==> config.mk <==
export PLATFORM = sky130hd
export DESIGN_NAME = reg_update_scheduler
export DESIGN_NICKNAME = d
export VERILOG_FILES = /design/src/rtl/reg_update_scheduler.sv
export SDC_FILE = /design/constraint.sdc
export NUM_CORES = 1
export LEC_CHECK = 0
export BUFFER_PORTS_ARGS = -buffer_cell sky130_fd_sc_hd__buf_2
export CAP_MARGIN = 20
export CORE_MARGIN = 4
export CORE_UTILIZATION = 54
export CTS_CLUSTER_DIAMETER = 60
export DETAILED_ROUTE_END_ITERATION = 8
export PLACE_DENSITY = 0.78
export SLEW_MARGIN = 20
export SYNTH_ARGS = -nofsm -noshare
export SYNTH_HDL_FRONTEND = slang
export SYNTH_SLANG_ARGS = --single-unit
==> constraint.sdc <==
create_clock -name clk -period 3.1 [get_ports clk]
set_clock_uncertainty 0.15 [all_clocks]
set_input_delay 0.465 -clock clk [delete_from_list [all_inputs] [get_ports clk]]
set_output_delay 0.465 -clock clk [all_outputs]
set_load 0.02 [all_outputs]
==> src/rtl/reg_update_scheduler.sv <==
// ---------------------------------------------------------------------------
// reg_update_scheduler
//
// Arbitrates register writes from two requesters (0: SPI, 1: on-chip host)
// into a bank of five shadow registers, and copies modified shadows into the
// active registers that drive the PWM datapath only at a PWM period boundary,
// so the PWM never sees a half-updated configuration.
//
// Ports
//   clk             system clock, rising edge
//   rst_n           asynchronous active-low reset
//   req0_valid/addr/data, req1_valid/addr/data
//                   write requests; held stable until the matching ready
//   req0_ready, req1_ready
//                   registered one-cycle accept strobes, never both high
//   period_end      one-cycle pulse at the PWM period boundary
//   reg_out0..4     active register values
//   err_pulse       one-cycle flag for a dropped out-of-range write
//   err_count       saturating count of dropped writes
//   update_pending  high while any shadow holds a value not yet made active
//
// Timing: a request sampled in IDLE gives ready on the next cycle (ACCEPT),
// err_pulse on the cycle after (COMMIT), and the shadow/dirty update on the
// edge that leaves COMMIT. One write per three cycles at most.
//
// MAX_ADDR selects the highest legal address; the register bank itself has
// five entries, so MAX_ADDR is expected to be at most 4.
// ---------------------------------------------------------------------------
module reg_update_scheduler #(
    parameter int MAX_ADDR = 4
) (
    input  logic       clk,
    input  logic       rst_n,
    input  logic       req0_valid,
    input  logic [6:0] req0_addr,
    input  logic [7:0] req0_data,
    input  logic       req1_valid,
    input  logic [6:0] req1_addr,
    input  logic [7:0] req1_data,
    output logic       req0_ready,
    output logic       req1_ready,
    input  logic       period_end,
    output logic [7:0] reg_out0,
    output logic [7:0] reg_out1,
    output logic [7:0] reg_out2,
    output logic [7:0] reg_out3,
    output logic [7:0] reg_out4,
    output logic       err_pulse,
    output logic [7:0] err_count,
    output logic       update_pending
);

    localparam int         NUM_REGS = 5;
    localparam logic [6:0] MAX_A    = 7'(MAX_ADDR);

    typedef enum logic [1:0] {
        IDLE   = 2'd0,
        ACCEPT = 2'd1,
        COMMIT = 2'd2
    } state_t;

    state_t                 state;
    state_t                 state_nxt;

    // last_gnt holds the id of the most recent grantee; resetting it to 1
    // makes requester 0 win the first contended arbitration.
    logic                   last_gnt;
    logic                   gnt_sel;
    logic [6:0]             lat_addr;
    logic [7:0]             lat_data;
    logic                   addr_ok;
    logic                   commit_wr;

    logic [7:0]             shadow [NUM_REGS];
    logic [7:0]             active [NUM_REGS];
    logic [NUM_REGS-1:0]    dirty;
    logic [NUM_REGS-1:0]    dirty_nxt;

    // State register.
    always_ff @(posedge clk or negedge rst_n) begin
        if (!rst_n) begin
            state <= IDLE;
        end else begin
            state <= state_nxt;
        end
    end

    // Next-state logic. Only IDLE looks at the requests; ACCEPT and COMMIT
    // always advance, which fixes the three-cycle cadence.
    always_comb begin
        state_nxt = state;
        case (state)
            IDLE:    if (req0_valid || req1_valid) state_nxt = ACCEPT;
            ACCEPT:  state_nxt = COMMIT;
            COMMIT:  state_nxt = IDLE;
            default: state_nxt = IDLE;
        endcase
    end

    // Grant choice, address legality and the next dirty vector.
    // Dirty bits are cleared by period_end first and then the committing
    // write re-sets its own bit, so a write landing on the same edge as
    // period_end stays pending for the following period.
    always_comb begin
        gnt_sel   = req1_valid && (!req0_valid || !last_gnt);
        addr_ok   = (lat_addr <= MAX_A);
        commit_wr = (state == COMMIT) && addr_ok;
        dirty_nxt = dirty;
        if (period_end) begin
            dirty_nxt = '0;
        end
        if (commit_wr) begin
            for (int i = 0; i < NUM_REGS; i++) begin
                if (lat_addr == 7'(i)) begin
                    dirty_nxt[i] = 1'b1;
                end
            end
        end
    end

    // Request capture and ready strobes. The addr/data are latched when the
    // grant is made, so a requester that drops valid early is still
    // committed with what was captured.
    always_ff @(posedge clk or negedge rst_n) begin
        if (!rst_n) begin
            last_gnt   <= 1'b1;
            lat_addr   <= '0;
            lat_data   <= '0;
            req0_ready <= 1'b0;
            req1_ready <= 1'b0;
        end else begin
            req0_ready <= 1'b0;
            req1_ready <= 1'b0;
            if (state == IDLE && (req0_valid || req1_valid)) begin
                last_gnt   <= gnt_sel;
                lat_addr   <= gnt_sel ? req1_addr : req0_addr;
                lat_data   <= gnt_sel ? req1_data : req0_data;
                req0_ready <= !gnt_sel;
                req1_ready <= gnt_sel;
            end
        end
    end

    // Shadow/active bank, dirty tracking and error reporting.
    // The active copy reads the shadow value from before this edge, so a
    // write committing on a period_end edge is not made active yet.
    always_ff @(posedge clk or negedge rst_n) begin
        if (!rst_n) begin
            for (int i = 0; i < NUM_REGS; i++) begin
                shadow[i] <= '0;
                active[i] <= '0;
            end
            dirty          <= '0;
            update_pending <= 1'b0;
            err_pulse      <= 1'b0;
            err_count      <= '0;
        end else begin
            dirty          <= dirty_nxt;
            update_pending <= |dirty_nxt;
            err_pulse      <= (state == ACCEPT) && !addr_ok;
            if (state == COMMIT && !addr_ok && err_count != 8'hFF) begin
                err_count <= err_count + 8'd1;
            end
            for (int i = 0; i < NUM_REGS; i++) begin
                if (period_end && dirty[i]) begin
                    active[i] <= shadow[i];
                end
                if (commit_wr && lat_addr == 7'(i)) begin
                    shadow[i] <= lat_data;
                end
            end
        end
    end

    assign reg_out0 = active[0];
    assign reg_out1 = active[1];
    assign reg_out2 = active[2];
    assign reg_out3 = active[3];
    assign reg_out4 = active[4];

endmodule

Word level (Yosys, flattened, before mapping)
Cells that the tools add are included.

storage, ports and cells
  flip-flop bits (word level) = 115
  input bits = 35
  output and inout bits = 52
  word-level logic and storage cells = 68

operators by class
  add/subtract/negate cells = 1
  $lt $le $gt $ge = 1
  equal/unequal tests = 8
  muxes and demuxes = 13
  reductions and logical operators = 25

operator list
  operator                                                                number
  1-bit logical AND                                                       16
  7-bit by 2-bit == test with 1-bit output (second input constant)        2
  5-bit 2-to-1 mux                                                        2
  8-bit by 1-bit adder with 8-bit output (second input constant)          1
  8-bit 2-to-1 mux                                                        1
  8-bit != test (second input constant)                                   1
  7-bit by 1-bit == test with 1-bit output (second input constant)        1
  7-bit by 3-bit == test with 1-bit output (second input constant)        1
  7-bit by 3-bit <= comparator with 1-bit output (second input constant)  1
  7-bit zero test                                                         1
  1-bit 2-to-1 mux                                                        7
  7-bit 2-to-1 mux                                                        1
  5-bit OR reduction                                                      1
  1-bit zero test                                                         4
  2-bit one-hot mux with 2 select lines                                   1
  2-bit by 1-bit == test with 1-bit output (second input constant)        1
  2-bit == test (second input constant)                                   1
  2-bit zero test                                                         1
  1-bit logical OR                                                        2
  2-bit 2-to-1 mux                                                        1
  2-bit by 1-bit != test with 1-bit output (second input constant)        1

Depth between registers and ports, before layout
  depth in word-level cells = 5
  depth in mapped cells = 6
  gate-level depth less buffers = 5

Least setup slack after synthesis
OpenSTA, ideal clock, no wires.

  kind = reg-to-reg
  start point = register lat_addr[5]
  end point = register shadow[16] (netlist bit)
  setup time = 0.125 ns
  data arrival time = 2.144 ns
  slack = 0.681 ns
  stages on the path, launching flop included = 6
  path buffers = 1
  clock period less this slack = 2.419 ns
  cells stage by stage = dfrtp_1 or4_4 or3_1 buf_2 nor3b_4 mux2_2

between the ends
  longest elaborated chain between the ends = 3
  elaborated cells on any way between the ends = 4

RTL lines
  what                                            RTL line  text
  start: declaration                              69        logic [6:0] lat_addr;
  start signal: assignment                        136       lat_addr <= gnt_sel ? req1_addr : req0_addr;
  7-bit by 3-bit <= comparator with 1-bit output  106       addr_ok = (lat_addr <= MAX_A);
  1-bit logical AND                               107       commit_wr = (state == COMMIT) && addr_ok;
  1-bit logical AND (*)                           168       if (commit_wr && lat_addr == 7'(i)) begin
  end signal: indexed assignment                  169       shadow[i] <= lat_data;
  end: declaration                                74        logic [7:0] shadow [NUM_REGS];

Mark *: on every way between the ends. The rest lies on a longest branch, timed or not.
A chain may end at the register's enable or synchronous reset.

Worst setup path in the final report
Ends and elaborated chain as after synthesis.

==> results.yml <==
finish:
  num_antenna_cells: 0
  final_cell_area_mm2: 0.00568
  nNetsFinal: 438
  drive_gt1_frac: 0.506
  mostFrequentLayoutCells: "dfrtp_1 (114), buf_2 (85), mux2_2 (83)"
  final_common_cell: "dfrtp_1"
  area_delta_synth_final_pct: 26.9
  fin_util: 0.721
pwr:
  p_per_area_mw_per_mm2: 933
  ir_worst_vdd_mv: 0.576
  p_leak_nw: 3.13
status:
  outcome: "complete, no violations"
sta:
  slew_headroom: 0.577
  setup_tns_ns: 0
  setup_ws_ns: 0.497
  whs_ns: 0.0149
  maxSlewViolCount: 0
  final_hold_viol_count: 0
  worstMarginPinSlew_ns: 0.634
  max_freq_mhz: 384
  rsz0062_at_grt: "no"
  final-setup-viol-count: 0
  period_needed_ns: 2.60
  finalCritPeriodShare: 0.840
clock_network:
  post_cts_buffers: 0
  cts_made_buffers: 17
  cts_buffer_depth: 2
  cts_tree: "built"
  clk_latency_ns: 0.51
  root_buffer: "clkbuf_8"
  path_clk_slew_ns: 0.06
  cts.sinks: 115
  htreeDepth: 4
placed_design:
  post_dp_cell_area_mm2: 0.00505
  port-buffer-count: 86
  gp_congestion: 0.739
  dp_slack_ns: 0.509
  hpwl_um: 6290
floorplanning:
  io_pins: 87
  die_height_um: 99.1
  die_area_mm2: 0.00982
  rows: 32
  initial_core_util: 0.568
  die_w_um: 99.1
  coreArea_mm2: 0.00789
job:
  maxCapViolations: 0
yosys:
  syn_inst: 296
  synth_seq_cells: 115
  syn_area_mm2: 0.00448
  syn-num-nets: 332
  yosysUniqueCellTypes: 34
  ys_warn_count: 0
  avgSynthCellArea_um2: 15.1
  yosysSeqAreaShare: 0.643
detailed_routing:
  post_drt_wl_per_cell_um: 18.1
  vias: 2794
  initialDrtViolationCount: 117
  wirelength_um: 9340
  drc: 0
  first_pass_iters: 4
  avgViaCountPerCell: 5.40
  route.antenna.remaining_nets: 0
global_routing:
  track_usage: 0.203
  grt_pass1_vias: 2964
  antenna_found_initial: 0
  grt_max_degree: 51
  grt_overflow: 0
  grt_pass1_wl_um: 15300
worst_setup_path:
  cp-end-kind: "flop"
  path_cells: "or4_4 > or3_1 > nor3b_4 > mux2_2"
  worstPathMaxFanout: 9
  slowest_delay_ns: 0.57
  path_class: "flop to flop"
  start_kind: "flop"
  cp.required_ns: 3.34
  critPathSlowestCell: "or4_4"
  cp.arrival_ns: 2.84
min_path:
  hold_path_class: "input pin to flop"
## cells in the mapped netlist
cell / count / area, µm²
a21o_1: 18 / 135
a21o_2: 1 / 8.76
a21oi_1: 1 / 5.00
a22o_1: 14 / 123
a22o_2: 1 / 10.0
and3_1: 1 / 6.26
buf_2: 1 / 5.00
clkbuf_1: 7 / 26.3
dfrtp_1: 114 / 2850
dfstp_2: 1 / 26.3
ha_1: 1 / 12.5
inv_1: 5 / 18.8
mux2_2: 83 / 935
nand2_1: 8 / 30.0
nand2b_1: 2 / 12.5
nand3_1: 5 / 25.0
nand4_1: 1 / 6.26
nand4b_1: 1 / 8.76
nor2_1: 5 / 18.8
nor2b_1: 1 / 6.26
nor3_1: 4 / 20.0
nor3_4: 1 / 16.3
nor3b_4: 2 / 37.5
nor4_1: 1 / 6.26
nor4b_1: 1 / 8.76
o21a_1: 2 / 15.0
o21ai_0: 3 / 15.0
o21ai_1: 1 / 5.00
o21bai_1: 1 / 7.51
o31ai_1: 1 / 7.51
or3_1: 1 / 6.26
or4_1: 1 / 7.51
or4_4: 1 / 11.3
xor2_1: 5 / 43.8
## state kept, by name, indices dropped and copies added, names as in the netlist, 2 cells and up
| name | cells |
|---|---|
| shadow | 40 |
| reg_out4 | 8 |
| lat_data | 8 |
| reg_out1 | 8 |
| state | 2 |
| reg_out2 | 8 |
| lat_addr | 7 |
| reg_out3 | 8 |
| dirty | 5 |
| err_count | 8 |
| reg_out0 | 8 |
## per-layer routing
layer	vias to the layer above	part of all wire	wire length (µm)	GRT usage
li1	1288	-	-	-
met1	1409	0.45	4250	0.277
met2	93	0.48	4490	0.313
met3	4	0.060	557	0.0672
met4	0	0.0050	47	0.0599
met5	-	0	0	0
## repair_timing
item | CTS | global route
endpoints found under the hold margin | 52 | 0
gates resized for setup | 0 | 0
hold buffers | 5 | 0
## final cells by class
| type | instances | area, µm² |
|---|---|---|
| Sequential cell | 115 | 2880 |
| Fill cell | 511 | 2200 |
| Multi-Input combinational cell | 168 | 1550 |
| Timing Repair Buffer | 95 | 526 |
| Clock buffer | 21 | 449 |
| Clock inverter | 11 | 134 |
| Tap cell | 102 | 128 |
| Inverter | 5 | 18.8 |
## logic make-up (layout without fill, tap and decap cells)
kind of cell	after synthesis	in the layout	synth area share
buffers and inverters	13	132	0.0112
xor gates and xnor gates	5	5	0.00978
muxes	83	83	0.209
AOI/OAI and AO/OA	43	43	0.0740
DFF	115	115	0.643
and+or+nand+nor	36	36	0.0508
adders and majority gates	1	1	0.00279
## path summary, 6_finish.rpt
check	slack (ns)	end	from	depth (start not counted)
worst min register to register	0.32	state[1]	state[1]	1
min in group asynchronous	0.37	reg_out3[6]	rst_n	2
max in group asynchronous	1.69	shadow[36]	rst_n	3
worst min-delay path	0.01	lat_data[7]	req0_data[7]	2
worst max-delay path	0.50	shadow[16]	lat_addr[5]	4
worst max register to register	0.50	shadow[16]	lat_addr[5]	4
## metrics by stage
step / instances / power (mW)
2_1_floorplan: 296 / 2.98
3_3_place_gp: 480 / 3.35
3_5_place_dp: 480 / 3.42
4_1_cts: 517 / 5.34
5_1_grt: 517 / 5.56
6_report: 517 / 5.30
## power by group
group	total, mW	switching (mW)	internal [mW]
Clock	1.89	0.633	1.25
Sequential	2.36	0.422	1.94
Combinational	1.05	0.501	0.553
## critical path: cells and delay by family (launching register included)
family / cells / cell delay (ns)
multiplexers: 1 / 0.40
flip-flops: 1 / 0.38
AND/OR/NAND/NOR: 3 / 1.55
No activity file was read; power rests on OpenSTA's default activity.
